## config.mk

```make
export PLATFORM = sky130hd
export DESIGN_NAME = multicycle_ctrl
export DESIGN_NICKNAME = d
export VERILOG_FILES = /design/src/rtl/multicycle_ctrl.sv
export SDC_FILE = /design/constraint.sdc
export NUM_CORES = 1
export LEC_CHECK = 0
export ABC_AREA = 1
export CAP_MARGIN = 10
export CORE_MARGIN = 5
export CORE_UTILIZATION = 37
export DETAILED_ROUTE_END_ITERATION = 8
export HOLD_SLACK_MARGIN = 0.02
export PLACE_DENSITY = 0.7
export SLEW_MARGIN = 25
export SYNTH_ARGS = -nofsm -noshare
export SYNTH_HDL_FRONTEND = slang
export SYNTH_SLANG_ARGS = --single-unit
```

## constraint.sdc

```tcl
create_clock -name clk -period 1.2 [get_ports clk]
set_input_delay 0.12 -clock clk [delete_from_list [all_inputs] [get_ports clk]]
set_output_delay 0.12 -clock clk [all_outputs]
set_load 0.01 [all_outputs]
```

## src/rtl/multicycle_ctrl.sv

```systemverilog
// Control FSM for the multi-cycle LEGv8 core: sequences fetch/decode/execute/memory/write-back
// over one shared datapath. Optional retired-instruction counter via MULTICYCLE_RETIRE_CNT_EN.
module multicycle_ctrl #(
  parameter int OPCODE_W = 11,
  parameter int CNT_W    = 32
) (
  input  logic                clk,
  input  logic                reset,
  input  logic [OPCODE_W-1:0] opcode,
  input  logic                zero,
  input  logic                mem_ready,
  output logic                pc_we,
  output logic                pc_src,
  output logic                ir_we,
  output logic                reg_we,
  output logic                reg2loc,
  output logic                alu_src,
  output logic [1:0]          alu_op,
  output logic                mem_rd,
  output logic                mem_wr,
  output logic                mem_to_reg,
  output logic                illegal,
  output logic [3:0]          state
`ifdef MULTICYCLE_RETIRE_CNT_EN
  ,
  output logic [CNT_W-1:0]    retired
`endif
);

  if (OPCODE_W != 11 || CNT_W < 1) begin : g_param_check
    $error("multicycle_ctrl: OPCODE_W must be 11 and CNT_W must be at least 1");
  end

  typedef enum logic [3:0] {
    FETCH  = 4'd0,
    DECODE = 4'd1,
    EXEC_R = 4'd2,
    ADDR   = 4'd3,
    MEM_RD = 4'd4,
    MEM_WR = 4'd5,
    WB_R   = 4'd6,
    WB_LD  = 4'd7,
    BRANCH = 4'd8
  } state_e;

  typedef struct packed {
    logic       mem_rd;
    logic       mem_wr;
    logic       alu_src;
    logic [1:0] alu_op;
    logic       reg_we;
    logic       mem_to_reg;
    logic       pc_src;
    logic       in_fetch;
    logic       in_branch;
  } moore_t;

  localparam logic [OPCODE_W-1:0] OP_ADD  = OPCODE_W'(11'b10001011000);
  localparam logic [OPCODE_W-1:0] OP_SUB  = OPCODE_W'(11'b11001011000);
  localparam logic [OPCODE_W-1:0] OP_AND  = OPCODE_W'(11'b10001010000);
  localparam logic [OPCODE_W-1:0] OP_ORR  = OPCODE_W'(11'b10101010000);
  localparam logic [OPCODE_W-1:0] OP_LDUR = OPCODE_W'(11'b11111000010);
  localparam logic [OPCODE_W-1:0] OP_STUR = OPCODE_W'(11'b11111000000);

  // Opcode-independent outputs of a state; registered alongside the state itself.
  function automatic moore_t moore_of(input state_e s);
    moore_t m;
    m = '0;
    case (s)
      FETCH:  begin m.mem_rd = 1'b1; m.in_fetch = 1'b1; end
      EXEC_R: m.alu_op = 2'b10;
      WB_R:   begin m.reg_we = 1'b1; m.alu_op = 2'b10; end
      ADDR:   m.alu_src = 1'b1;
      MEM_RD: begin m.mem_rd = 1'b1; m.alu_src = 1'b1; end
      MEM_WR: begin m.mem_wr = 1'b1; m.alu_src = 1'b1; end
      WB_LD:  begin m.reg_we = 1'b1; m.mem_to_reg = 1'b1; end
      BRANCH: begin m.alu_op = 2'b01; m.pc_src = 1'b1; m.in_branch = 1'b1; end
      default: ;
    endcase
    return m;
  endfunction

  state_e state_q, state_d;
  moore_t mo_q;

  logic is_rtype, is_ldur, is_stur, is_cbz, is_legal;

  assign is_rtype = (opcode == OP_ADD) || (opcode == OP_SUB) ||
                    (opcode == OP_AND) || (opcode == OP_ORR);
  assign is_ldur  = (opcode == OP_LDUR);
  assign is_stur  = (opcode == OP_STUR);
  assign is_cbz   = (opcode[OPCODE_W-1 -: 8] == 8'b10110100);
  assign is_legal = is_rtype || is_ldur || is_stur || is_cbz;

  always_comb begin
    state_d = state_q;
    case (state_q)
      FETCH:  if (mem_ready) state_d = DECODE;
      DECODE: begin
        if (is_rtype)                state_d = EXEC_R;
        else if (is_ldur || is_stur) state_d = ADDR;
        else if (is_cbz)             state_d = BRANCH;
        else                         state_d = FETCH;
      end
      EXEC_R: state_d = WB_R;
      WB_R:   state_d = FETCH;
      ADDR:   state_d = is_stur ? MEM_WR : MEM_RD;
      MEM_RD: if (mem_ready) state_d = WB_LD;
      MEM_WR: if (mem_ready) state_d = FETCH;
      WB_LD:  state_d = FETCH;
      BRANCH: state_d = FETCH;
      default: state_d = FETCH;
    endcase
  end

  always_ff @(posedge clk) begin
    if (reset) begin
      state_q <= FETCH;
      mo_q    <= moore_of(FETCH);
    end else begin
      state_q <= state_d;
      mo_q    <= moore_of(state_d);
    end
  end

  // Reset forces every control output low so an abandoned access never reaches memory or the regfile.
  assign pc_we      = !reset && ((mo_q.in_fetch && mem_ready) || (mo_q.in_branch && zero));
  assign ir_we      = !reset && mo_q.in_fetch && mem_ready;
  assign pc_src     = !reset && mo_q.pc_src;
  assign reg_we     = !reset && mo_q.reg_we;
  assign alu_src    = !reset && mo_q.alu_src;
  assign alu_op     = reset ? 2'b00 : mo_q.alu_op;
  assign mem_rd     = !reset && mo_q.mem_rd;
  assign mem_wr     = !reset && mo_q.mem_wr;
  assign mem_to_reg = !reset && mo_q.mem_to_reg;
  assign illegal    = !reset && (state_q == DECODE) && !is_legal;
  assign reg2loc    = !reset && (((state_q == DECODE) && (is_stur || is_cbz)) ||
                                 ((state_q == ADDR) && is_stur) ||
                                 (state_q == MEM_WR) || (state_q == BRANCH));
  assign state      = state_q;

`ifdef MULTICYCLE_RETIRE_CNT_EN
  logic [CNT_W-1:0] retired_q;
  logic             retire;

  assign retire = (state_q == WB_R) || (state_q == WB_LD) || (state_q == BRANCH) ||
                  ((state_q == MEM_WR) && mem_ready);

  always_ff @(posedge clk) begin
    if (reset)       retired_q <= '0;
    else if (retire) retired_q <= retired_q + CNT_W'(1);
  end

  assign retired = reset ? '0 : retired_q;
`endif

endmodule

```

# --- Yosys cells after proc, flatten, opt, wreduce, memory -nomap -nowiden ---
# Cells that the tools add are included.
# W data, S select, Z words.
totals:
  reg_bits: 13
  inputBits: 15
  output_inout_bits: 16
  word_cells: 82
classes:
  n_eq_ne: 20
  muxes: 17
  reduce_logical: 36
op_table:
  columns: ["cell", "count"]
  rows:
  - ["$eq A11 B11 Y1 const B", 6]
  - ["$eq A4 B3 Y1 const B", 6]
  - ["$mux W4", 6]
  - ["$pmux W4 S6", 1]
  - ["$eq A4 B2 Y1 const B", 4]
  - ["$logic_and A1 B1 Y1", 16]
  - ["$logic_or A1 B1 Y1", 12]
  - ["$eq A4 B4 Y1 const B", 2]
  - ["$eq A8 B8 Y1 const B", 1]
  - ["$logic_not A4 Y1", 2]
  - ["$mux W1", 8]
  - ["$reduce_or A2 Y1", 3]
  - ["$eq A4 B1 Y1 const B", 1]
  - ["$pmux W2 S2", 1]
  - ["$reduce_or A3 Y1", 1]
  - ["$logic_not A1 Y1", 2]
  - ["$mux W2", 1]

# --- Logic depth before layout (Yosys ltp) ---
depth:
  depth_word: 9
  ltp_mapped: 10
  mapped_depth_nobuf: 10

# --- Least setup slack after synthesis ---
# OpenSTA, ideal clock, no wires.
synth_path:
  path_kind: "reg-to-output"
  startpoint: "reg state_q[0] (netlist: state[0])"
  endpoint: "out illegal"
  t_arrival_ps: 1079
  required_time_ps: 1080
  setup_slack_ps: 1
  path_stages_with_launch: 5
  path_buffers: 0
  cell_sequence: "dfxtp_1 inv_2 nor2_2 nand2_2 nor4_1"
synth_between:
  elab_chain_cells: 3
synth_rtl:
  columns: ["item", "line", "text"]
  rows:
  - ["start: declaration", "83", "state_e state_q, state_d;"]
  - ["start signal: assignment", "121", "state_q <= state_d;"]
  - ["$eq A4 B1 Y1", "136", "assign illegal = !reset && (state_q == DECODE) && !is_legal;"]
  - ["$logic_and A1 B1 Y1 (2 in a row)", "136", null]
  - ["end: declaration", "22", "output logic illegal,"]
# No other way between the ends.

# --- Worst setup path in the final report ---
layout_path:
  startpoint: "reg state_q[3] (netlist: state[3])"
  endpoint: "out reg2loc"
layout_between:
  elab_chain_cells: 6
  elab_cells_between_ends: 10
  cone_classes: "eq/ne: 4; reduce/logical: 6"
layout_rtl:
  columns: ["item", "line", "text"]
  rows:
  - ["$eq A4 B1 Y1 / $eq A4 B2 Y1 (equally long branches)", "137, 138", null]
  - ["$logic_and A1 B1 Y1 (on tied branches)", "137, 138", null]
  - ["$logic_or A1 B1 Y1", "137", "assign reg2loc = !reset && (((state_q == DECODE) && (is_stur || is_cbz)) ||"]
  - ["$logic_or A1 B1 Y1", "138", "((state_q == ADDR) && is_stur) ||"]
  - ["$logic_or A1 B1 Y1 (*)", "139", "(state_q == MEM_WR) || (state_q == BRANCH));"]
  - ["$logic_and A1 B1 Y1 (*)", "137", null]
  - ["end: declaration", "16", "output logic reg2loc,"]
# Every way passes the cells marked *; elsewhere a longest branch is shown, timed or not.

==> reports/metrics.yaml <==
cp-end-kind: "output pin"
ys_types: 25
reg2reg_from: "state[3]$_SDFF_PP0_"
port_buffers: 30
drc_errors: 0
synth_area_um2: 762
max_stage_delay_ns: 0.36
grt_pass1_vias: 888
fin_cells: 202
gp_congestion: 0.790
tritoncts: "built"
grt_max_degree: 11
fp.dieH_um: 55.4
power.density_mw_per_mm2: 662
reg2reg_slack_ns: -0.16
clk_pin_slew_ns: 0.08
numPlacedInstances: 192
row_count: 16
cts_root_buffer: "clkbuf_4"
grt_setup_unrepaired: "true"
yosys_warnings: 0
max_freq_mhz: 706
area_growth_pct: 81.3
hold_path_depth: 5
outcome: "finished, violations left"
start_util_pct: 38.8
hold_path_class: "input port to register"
start_kind: "register"
ys_ff_latch: 12
fin_ws_ns: -0.216
wl_per_cell_um: 12.1
clock_skew_ns: 0.00886
seq_area_frac_synth_pct: 31.5
ant_nets: 0
violations: "setup timing"
n_antenna_cell: 0
finalHoldViolations: 0
viasPerCell: 4.61
drive_gt1_share_pct: 45.7
cp_top_family: "simple AND/OR/NAND/NOR gates"
dp_hpwl_um: 1830
path_cells: "nor2_4, nand2_2, nor2_2, nand3_2, a31oi_1, buf_2"
ir_drop_uv: 486
worstPathBufferInverterCount: 1
global_route.usage.met2_pct: 30.9
tns_ns: -1.18
grt_pass1_wl_um: 3840
grt_usage_pct: 15.3
pin_count: 31
drv_cap: 0
worstPathMaxFanout: 4
setup_violations: 11
slew_violations: 0
holdCritStartpoint: "opcode[2]"
die-area_mm2: 0.00307
grt_use_met1_pct: 15.9
utilization_pct: 70.4
synth.avg_cell_area_um2: 6.35
grt_overflow: 0
ctsHoldBuffers: 0
worst_hold_path.endpoint: "mo_q[7]$_SDFF_PP0_"
syn_inst: 120
reg2reg_to: "state[0]$_SDFF_PP0_"
worst-endpoint-required_ns: 1.08
leakage_nw: 0.694
period_share_pct: 118
first_pass_iters: 4
grt_busiest_layer: "met2"
cts_buffers: 3
cts_sinks: 12
period_minus_slack_ns: 1.42
synth_nets: 135
use_met3_pct: 3.03
cts_max_path_buffers: 2
dr.first_iter.drc_count: 8
worstMarginPinSlew_ns: 0.290
clk_latency_ns: 0.27
antenna_found_initial: 0
arrival_ns: 1.30
slew_headroom_pct: 80.5
die-width_um: 55.4
wirelength_um: 2450
vias: 932
htree_num_levels: 1
worstRegToRegCells: 11
layout.nets: 191
fp.coreArea_mm2: 0.00196
worst_path_max_delay_cell: "dfxtp_4"
critPathKind: "register to output pin"
logic make-up (layout without fill, tap and decap cells):
kind of cell	after synthesis	after routing	synth area share, %
AND/OR/NAND/NOR	72	72	46.5
AO/OA/AOI/OAI	8	8	6.24
flip-flops	12	12	31.5
buffers and inverters	28	83	15.8
repair_timing:
| action | in CTS | in global routing |
|---|---|---|
| gates resized for setup | 70 | 15 |
| endpoints found under the setup margin | 27 | 16 |
| setup buffers | 4 | 3 |
| pin swaps | 19 | 5 |
power breakdown:
| part | internal [mW] | leakage, nW | total (mW) | switching (mW) |
|---|---|---|---|---|
| logic | 0.0861 | 0.573 | 0.191 | 0.104 |
| registers | 0.403 | 0.0995 | 0.405 | 0.00261 |
| clock network | 0.184 | 0.0210 | 0.319 | 0.135 |
metrics by stage:
step	area (um^2)	hold WS [ns]	power (mW)	worst slack, ns
floorplan	762	0.279	0.492	0.00103
global placement	1210	0.790	0.594	-0.698
detailed placement	1210	0.789	0.599	-0.737
CTS	1330	0.465	0.907	-0.236
global route	1380	0.482	0.961	-0.309
finish	1380	0.442	0.915	-0.216
per-layer routing:
metal	wire length (um)	vias to the layer above
li1	-	475
met1	916	431
met2	1430	22
met3	86	4
met4	16	0
met5	0	-
tightest hold or removal path: cells and delay by family:
kind	cells	cell delay, ns
buffers and inverters	2	0.36
and+or+nand+nor	2	0.15
AOI/OAI and AO/OA	1	0.05
worst max-delay path by stage:
| stage | slack, ns | depth (start not counted) | startpoint | to |
|---|---|---|---|---|
| 2_1_floorplan | 0.001 | 4 | state[0]$_SDFF_PP0_ | illegal |
| 3_3_place_gp | -0.70 | 7 | opcode[3] | illegal |
| 3_5_place_dp | -0.74 | 8 | opcode[10] | reg2loc |
| 4_1_cts | -0.24 | 6 | state[3]$_SDFF_PP0_ | reg2loc |
| 5_1_grt | -0.31 | 6 | state[3]$_SDFF_PP0_ | reg2loc |
| 6_report | -0.22 | 6 | state[3]$_SDFF_PP0_ | reg2loc |
cell usage in the layout (no fill, tap or decap), drive strengths merged, types with 2 or more instances in the layout:
cell / n
nor2: 30
buf: 27
inv: 24
nand2: 23
dlygate4sd2: 21
dfxtp: 12
nand3: 12
clkbuf: 6
nor3: 4
o21ai: 3
a21oi: 3
clkdlybuf4s50: 2
clkdlybuf4s15: 2
layout make-up:
| cell class | count | area (um^2) |
|---|---|---|
| sequential | 12 | 248 |
| timing repair buffer | 54 | 442 |
| multi-input combinational | 80 | 520 |
| inverter | 25 | 101 |
| clock buffer | 4 | 36.3 |
| fill | 182 | 581 |
| tap | 27 | 33.8 |
cells in the mapped netlist (all sizes together):
| master | number | share of area, % |
|---|---|---|
| a21oi | 3 | 2.5 |
| a22oi | 1 | 0.99 |
| a31oi | 1 | 0.82 |
| buf | 2 | 2.0 |
| clkbuf | 1 | 0.49 |
| clkinv | 1 | 1.1 |
| dfxtp | 12 | 32 |
| inv | 24 | 12 |
| nand2 | 23 | 13 |
| nand3 | 12 | 9.9 |
| nand3b | 1 | 0.99 |
| nand4 | 1 | 0.82 |
| nor2 | 30 | 18 |
| nor3 | 4 | 3.3 |
| nor4 | 1 | 0.82 |
| o21ai | 3 | 2.0 |
state kept, by name, summed over array words and instances, names as in the netlist:
name,count
state,4
mo_q,8
Power figures use the tool's default switching activity.
